--- config.mk ---
export PLATFORM = sky130hd
export DESIGN_NAME = display_scan_driver
export DESIGN_NICKNAME = d
export VERILOG_FILES = /design/src/rtl/display_scan_driver.sv
export SDC_FILE = /design/constraint.sdc
export NUM_CORES = 1
export LEC_CHECK = 0
export ABC_AREA = 1
export BUFFER_PORTS_ARGS = -buffer_cell sky130_fd_sc_hd__buf_4
export CAP_MARGIN = 20
export CORE_MARGIN = 5
export CORE_UTILIZATION = 42
export DETAILED_ROUTE_END_ITERATION = 10
export PLACE_DENSITY = 0.68
export SYNTH_ARGS = -nofsm -noshare
export SYNTH_HDL_FRONTEND = slang
export SYNTH_SLANG_ARGS = --single-unit
--- constraint.sdc ---
create_clock -name clk -period 2.2 [get_ports clk]
set_clock_uncertainty 0.2 [all_clocks]
set_input_delay 0.66 -clock clk [delete_from_list [all_inputs] [get_ports clk]]
set_output_delay 0.66 -clock clk [all_outputs]
set_load 0.01 [all_outputs]
--- src/rtl/display_scan_driver.sv ---
// Time-multiplexed 8-digit 7-segment scan driver with per-slot blanking and
// a once-per-frame input snapshot so a frame never mixes old and new digits.
module display_scan_driver #(
    parameter int unsigned DIGIT_PERIOD   = 50000,
    parameter int unsigned BLANK_CYCLES   = 500,
    parameter bit          AN_ACTIVE_LOW  = 1'b1,
    parameter bit          SEG_ACTIVE_LOW = 1'b1
) (
    input  logic        clk,
    input  logic        rst_n,
    input  logic [31:0] disp,
    input  logic [7:0]  disp_en,
    input  logic [7:0]  disp_dot,
    output logic [7:0]  an,
    output logic [6:0]  seg,
    output logic        dp,
    output logic        frame_tick
);

    localparam int unsigned CNT_W = (DIGIT_PERIOD > 1) ? $clog2(DIGIT_PERIOD) : 1;
    localparam logic [CNT_W-1:0] CNT_LAST  = CNT_W'(DIGIT_PERIOD - 1);
    localparam logic [CNT_W-1:0] BLANK_END = CNT_W'(BLANK_CYCLES);

    // XOR masks that map active-high drive values onto the pin polarity.
    localparam logic [7:0] AN_OFF  = AN_ACTIVE_LOW  ? 8'hFF : 8'h00;
    localparam logic [6:0] SEG_OFF = SEG_ACTIVE_LOW ? 7'h7F : 7'h00;
    localparam logic       DP_OFF  = SEG_ACTIVE_LOW;

    logic [CNT_W-1:0] cnt;
    logic [2:0]       idx;
    logic [31:0]      snap_disp;
    logic [7:0]       snap_en;
    logic [7:0]       snap_dot;

    logic             frame_last_c;
    logic             lit_c;
    logic [3:0]       digit_c;
    logic [7:0]       an_c;
    logic [6:0]       seg_c;
    logic             dp_c;

    // Active-high {g,f,e,d,c,b,a} pattern for one hex nibble.
    function automatic logic [6:0] hex_decode(input logic [3:0] value);
        logic [6:0] pattern;
        case (value)
            4'h0:    pattern = 7'h3F;
            4'h1:    pattern = 7'h06;
            4'h2:    pattern = 7'h5B;
            4'h3:    pattern = 7'h4F;
            4'h4:    pattern = 7'h66;
            4'h5:    pattern = 7'h6D;
            4'h6:    pattern = 7'h7D;
            4'h7:    pattern = 7'h07;
            4'h8:    pattern = 7'h7F;
            4'h9:    pattern = 7'h6F;
            4'hA:    pattern = 7'h77;
            4'hB:    pattern = 7'h7C;
            4'hC:    pattern = 7'h39;
            4'hD:    pattern = 7'h5E;
            4'hE:    pattern = 7'h79;
            default: pattern = 7'h71;
        endcase
        return pattern;
    endfunction

    assign frame_last_c = (cnt == CNT_LAST) && (idx == 3'd7);

    // Drive decision for the current slot position, active-high form.
    always_comb begin
        digit_c = snap_disp[{idx, 2'b00} +: 4];
        lit_c   = (cnt >= BLANK_END) && snap_en[idx];
        an_c    = 8'h00;
        seg_c   = 7'h00;
        dp_c    = 1'b0;
        if (lit_c) begin
            an_c  = 8'b1 << idx;
            seg_c = hex_decode(digit_c);
            dp_c  = snap_dot[idx];
        end
    end

    // Slot counter and digit index; idx wraps naturally at 7.
    always_ff @(posedge clk) begin
        if (!rst_n) begin
            cnt <= '0;
            idx <= '0;
        end else if (cnt == CNT_LAST) begin
            cnt <= '0;
            idx <= idx + 3'd1;
        end else begin
            cnt <= cnt + CNT_W'(1);
        end
    end

    // Inputs are captured only at the frame boundary.
    always_ff @(posedge clk) begin
        if (!rst_n) begin
            snap_disp  <= '0;
            snap_en    <= '0;
            snap_dot   <= '0;
            frame_tick <= 1'b0;
        end else begin
            frame_tick <= frame_last_c;
            if (frame_last_c) begin
                snap_disp <= disp;
                snap_en   <= disp_en;
                snap_dot  <= disp_dot;
            end
        end
    end

    always_ff @(posedge clk) begin
        if (!rst_n) begin
            an  <= AN_OFF;
            seg <= SEG_OFF;
            dp  <= DP_OFF;
        end else begin
            an  <= an_c ^ AN_OFF;
            seg <= seg_c ^ SEG_OFF;
            dp  <= dp_c ^ DP_OFF;
        end
    end

endmodule

==> results of run 1 <==
-- cell usage in the layout (no fill, tap or decap), drive strengths merged, types with 4 or more instances in the layout --
cell    count
xor2        4
nand3      54
ha         14
nor3        7
nand2     201
nor2      132
o21ai      11
buf        78
clkinv      4
inv        78
a21oi      11
dfxtp      84
clkbuf     11
nand4       6
-- final cells by class --
class / instances / area, sq um / area share, %
inverters: 79 / 299 / 6.02
clock buffers: 11 / 141 / 2.84
flip-flops and latches: 84 / 1680 / 33.9
repair buffers: 78 / 602 / 12.1
clock inverters: 5 / 75.1 / 1.51
well taps: 133 / 166 / 3.35
multi-input cells: 446 / 2000 / 40.3
-- cells in the mapped netlist, types with 2 or more instances --
master,n,area (sq um)
inv_1,74,278
nand4_1,5,31.3
o21ai_0,10,50.1
nand3b_1,2,15.0
buf_6,4,45.0
inv_2,4,15.0
buf_4,2,15.0
nor3b_1,2,15.0
nand3_1,54,270
xor2_1,4,35.0
nor2_1,126,473
dfxtp_1,84,1680
a21oi_1,11,55.1
buf_2,11,55.1
clkbuf_1,8,30.0
nor2_2,4,25.0
ha_1,14,175
nand2_1,200,751
nor3_1,6,30.0
nor2_4,2,22.5
-- state kept, by name, indices dropped and copies added (netlist names), 3 cells and up --
signal	cells
snap_disp	32
cnt	16
an	8
snap_dot	8
snap_en	8
seg	7
idx	3
-- critical path: stages (launching register included) --
cell,delay [ps]
dfxtp_1,360
buf_4,210
nand3_1,100
nand2_1,70
nand2_1,40
nand2_1,150
inv_1,130
ha_1,310
nand3_1,100
nor2_1,50
nor2_1,100
nand2_1,60
-- logic make-up (layout without fill, tap and decap cells) --
group           Yosys count  after routing
fa+ha+maj                14             14
flops                    84             84
xor+xnor                  4              4
simple gates            405            405
buf+inv                 104            173
compound gates           23             23
-- report_power, final --
group          switching (mW)  internal (mW)
registers             0.00505           1.52
clock network           0.550          0.665
logic                  0.0396         0.0616
total                   0.595           2.25
-- layer usage --
metal	global-route usage, %	part of all wire, %	vias up
met1	22.5	48	1664
met3	2.66	5.6	8
met2	26.2	45	88
met4	6.31	1.2	0
met5	0	0	-
li1	-	-	2039
-- path summary, 6_finish.rpt --
| kind | start | depth (start not counted) | to |
|---|---|---|---|
| setup / recovery | idx[1]$_SDFFE_PN0P_ | 11 | seg[1]$_SDFF_PN1_ |
| hold / removal | cnt[15]$_SDFF_PP0_ | 2 | cnt[15]$_SDFF_PP0_ |
| hold reg to reg | cnt[15]$_SDFF_PP0_ | 2 | cnt[15]$_SDFF_PP0_ |
| setup reg to reg | idx[1]$_SDFFE_PN0P_ | 11 | seg[1]$_SDFF_PN1_ |
-- repair_timing --
item,4_1_cts,5_1_grt
gates resized for setup,0,5
endpoints found under the setup margin,0,4
endpoints found under the hold margin,0,0
-- metrics by stage --
| step | power (mW) | worst slack [ps] |
|---|---|---|
| final | 2.85 | 220 |
| after global routing | 2.95 | 5.20 |
| after detailed placement | 1.67 | 204 |
| after global placement | 1.67 | 221 |
| after CTS | 2.87 | 186 |
| after floorplan | 1.59 | 168 |
==> results.tsv, run 1 <==
metric	value	unit
outcome	completed	
vias_per_cell	4.54	
die_width	109	um
worst_pin_slew	477	ps
antenna_found_initial	0	
clk_pin_slew	80	ps
io_pins	67	
rsz0062_at_grt	no	
synth_xor_area_share	0.849	%
antenna_cells	0	
critPathArrivalTime	2030	ps
grt_pass1_vias	3548	
period_needed	1980	ps
synthAdderAreaFrac	4.24	%
dpl-instance-area	4750	sq um
pwr_density_cell	572	nW/um^2
finalCritPeriodShare	90.0	%
relSlewSlack	68.2	%
synth_mux_area_share	0	%
clk_latency	360	ps
cp.required	2250	ps
clk_path_buf_depth	2	
synth_edf_count	0	
max_freq	505	MHz
maxCapViolCount	0	
fin_area	4970	sq um
track_usage	16.5	%
ir_drop	249	uV
firstDrtPassIters	4	
postSynth.asyncResetShare	0	%
setup.worst_path.start_class	register	
routabilityCongestion	0.838	
fp.dieArea	11900	sq um
synth_compound_gate_area_share	2.85	%
grt_max_degree	70	
criticalPathCategory	register to register	
drive_gt1_share	15.5	%
hold_buffers	0	
cts_buffers	9	
drc_errors	0	
end_kind	register	
reg2reg_slack	220	ps
htree_levels	3	
hold_path.class	register to register	
cts_setup_buffers	0	
final_cells	836	
synth_top_family_by_area	simple AND/OR/NAND/NOR gates	
p_leak	2.50	nW
core	9680	sq um
syn-mean-instance-area	6.51	sq um
cts_tree	yes	
post-route-util	51.3	%
dp_hpwl	6770	um
die_y	109	um
tns	0	ps
ys_types	27	
fillerInstances	1001	
syn_area	4130	sq um
overflow	0	
vias	3799	
fin_hold_ws	301	ps
place_inst	820	
wl_per_cell	11.2	um
num_rows	36	
cts_sinks	84	
cp_max_fo	12	
numPortBuffers	66	
totalWireLength	9370	um
synthSimpleGateAreaFrac	40.6	%
ys_seq_area_share	40.7	%
slew_violations	0	
yosys_warnings	0	
synthCells	634	
synth-seq-cells	84	
setup_viol	0	
final_antenna_net_count	0	
fin_nets	762	
finalHoldViolCount	0	
start_util	42.6	%
cts-root-buf	clkbuf_8	
syn_nets	698	
drt_iter0_markers	212	
ys.flop_type	dfxtp_1	
grt_pass1_wl	15800	um
syn2layout_area_growth	20.4	%
Power figures use the tool's default switching activity.
==> run 2, diff against run 1 <==
MAX_ROUTING_LAYER = met4   (was default)
SLEW_MARGIN = 20   (was default)
==> results.tsv, run 2 (same netlist as run 1, synthesis figures left out) <==
metric	value	unit	change
clk_path_buf_depth	2		unchanged
cp.required	2260	ps	was 2250 ps
top_regs	snap_disp (32), cnt (16)		unchanged
vias	3830		was 3799
maxCapViolCount	0		unchanged
end_kind	register		unchanged
rsz0062_at_grt	no		unchanged
topRoutingLayerUsed	met4		unchanged
htree_levels	3		unchanged
cts_tree	yes		unchanged
drc_errors	0		unchanged
fin_hold_ws	284	ps	was 301 ps
track_usage	17.3	%	was 16.5%
dp_hpwl	6840	um	was 6770 um
routabilityCongestion	0.828		was 0.838
slew_violations	0		unchanged
overflow	0		unchanged
setup_viol	0		unchanged
layout_commonest_cell	nand2_1		unchanged
relSlewSlack	67.5	%	was 68.2%
largest_register_ffs	32		unchanged
p_leak	2.54	nW	was 2.50 nW
totalWireLength	9410	um	was 9370 um
cpMostUsedCell	nand2_1		unchanged
max_freq	490	MHz	was 505 MHz
pwr_density_cell	633	nW/um^2	was 572 nW/um^2
die_width	109	um	unchanged
drt_iter0_markers	149		was 212
grt_pass1_wl	16100	um	was 15800 um
finalCritPeriodShare	92.7	%	was 90.0%
antenna_cells	0		unchanged
period_needed	2040	ps	was 1980 ps
cts_sinks	84		unchanged
grt_max_degree	69		was 70
firstDrtPassIters	4		unchanged
numPortBuffers	66		unchanged
drive_gt1_share	15.6	%	was 15.5%
wl_met3	468	um	was 528 um
tns	0	ps	unchanged
largest-register	snap_disp		unchanged
cpLargestDelayFamily	simple AND/OR/NAND/NOR gates		unchanged
num_rows	36		unchanged
wl_met2	4210	um	was 4220 um
crit_chain	inv_2 -> nand2_1 -> nand3_1 -> nand2_1 -> nand2_1 -> nand2_1 -> inv_1 -> ha_1 -> nand3_1 -> nor2_1 -> nor2_1 -> nand2_1		was buf_4 -> nand3_1 -> nand2_1 -> nand2_1 -> nand2_1 -> inv_1 -> ha_1 -> nand3_1 -> nor2_1 -> nor2_1 -> nand2_1
worst_pin_slew	487	ps	was 477 ps
fp.dieArea	11900	sq um	unchanged
post-route-util	52.3	%	was 51.3%
syn2layout_area_growth	22.7	%	was 20.4%
wl_per_cell	11.3	um	was 11.2 um
hold_path.class	register to register		unchanged
core	9680	sq um	unchanged
fin_area	5070	sq um	was 4970 sq um
worst-path-buf-inv	2		unchanged
antenna_found_initial	0		unchanged
cts_setup_buffers	0		unchanged
vias_per_cell	4.58		was 4.54
finalHoldViolCount	0		unchanged
clk_pin_slew	80	ps	about the same
die_y	109	um	unchanged
ir_drop	298	uV	was 249 uV
cp_max_fo	17		was 12
cp_slowest_cell	dfxtp_2		was dfxtp_1
cts-root-buf	clkbuf_8		unchanged
fin_nets	762		unchanged
outcome	completed		unchanged
critPathArrivalTime	2100	ps	was 2030 ps
mostFrequentLayoutCells	nand2_1, nor2_1, dfxtp_1		unchanged
dpl-instance-area	4760	sq um	was 4750 sq um
io_pins	67		unchanged
cts_buffers	9		unchanged
clk_latency	360	ps	about the same
grt_pass1_vias	3607		was 3548
final_antenna_net_count	0		unchanged
criticalPathCategory	register to register		unchanged
setup.worst_path.start_class	register		unchanged
slowest_delay	350	ps	was 360 ps
wirelength_met1	4600	um	was 4500 um
start_util	42.6	%	unchanged
run 2: stage by stage:
stage	total power [mW]	instances	setup slack [ps]
global route	3.32	836	1.16
detailed placement	1.67	820	102
CTS	3.26	836	82.2
finish	3.21	836	160
global placement	1.66	820	237
floorplan	1.59	634	168
run 2: worst register-to-register path: stages, from the launching register on:
cell and delay [ps]:
dfxtp_2 350, inv_2 210, nand2_1 100, nand3_1 80, nand2_1 60, nand2_1 70, nand2_1 130, inv_1 180
ha_1 260, nand3_1 110, nor2_1 50, nor2_1 90, nand2_1 50
run 2: area by class of cell:
| cell class | count | area [sq um] |
|---|---|---|
| Multi-Input combinational cell | 446 | 2010 |
| Fill cell | 977 | 4620 |
| Clock inverter | 6 | 159 |
| Timing Repair Buffer | 78 | 611 |
| Clock buffer | 10 | 138 |
| Tap cell | 133 | 166 |
| Inverter | 79 | 297 |
| Sequential cell | 84 | 1680 |
run 2: timing repair:
| item | 4_1_cts | 5_1_grt |
|---|---|---|
| resized for setup | 0 | 3 |
| hold buffers | 0 | 0 |
| setup endpoints to repair | 0 | 10 |
run 2: worst paths after layout:
kind	startpoint	end	slack [ps]	depth (start not counted)
max	idx[0]$_SDFFE_PN0P_	seg[1]$_SDFF_PN1_	160	12
min	cnt[0]$_SDFF_PP0_	cnt[0]$_SDFF_PP0_	280	1
max reg2reg	idx[0]$_SDFFE_PN0P_	seg[1]$_SDFF_PN1_	160	12
min reg2reg	cnt[0]$_SDFF_PP0_	cnt[0]$_SDFF_PP0_	280	1
run 2: where the power goes:
group	switching [mW]	total, mW	leakage [nW]	internal (mW)
clock	0.564	1.58	0.147	1.02
combinational	0.0392	0.101	1.71	0.0616
sequential	0.00493	1.53	0.678	1.52
run 2: layer usage:
layer	vias to the layer above	track usage [%]
met5	-	-
met2	75	26.0
li1	2038	-
met3	13	3.67
met4	0	5.59
met1	1704	23.3
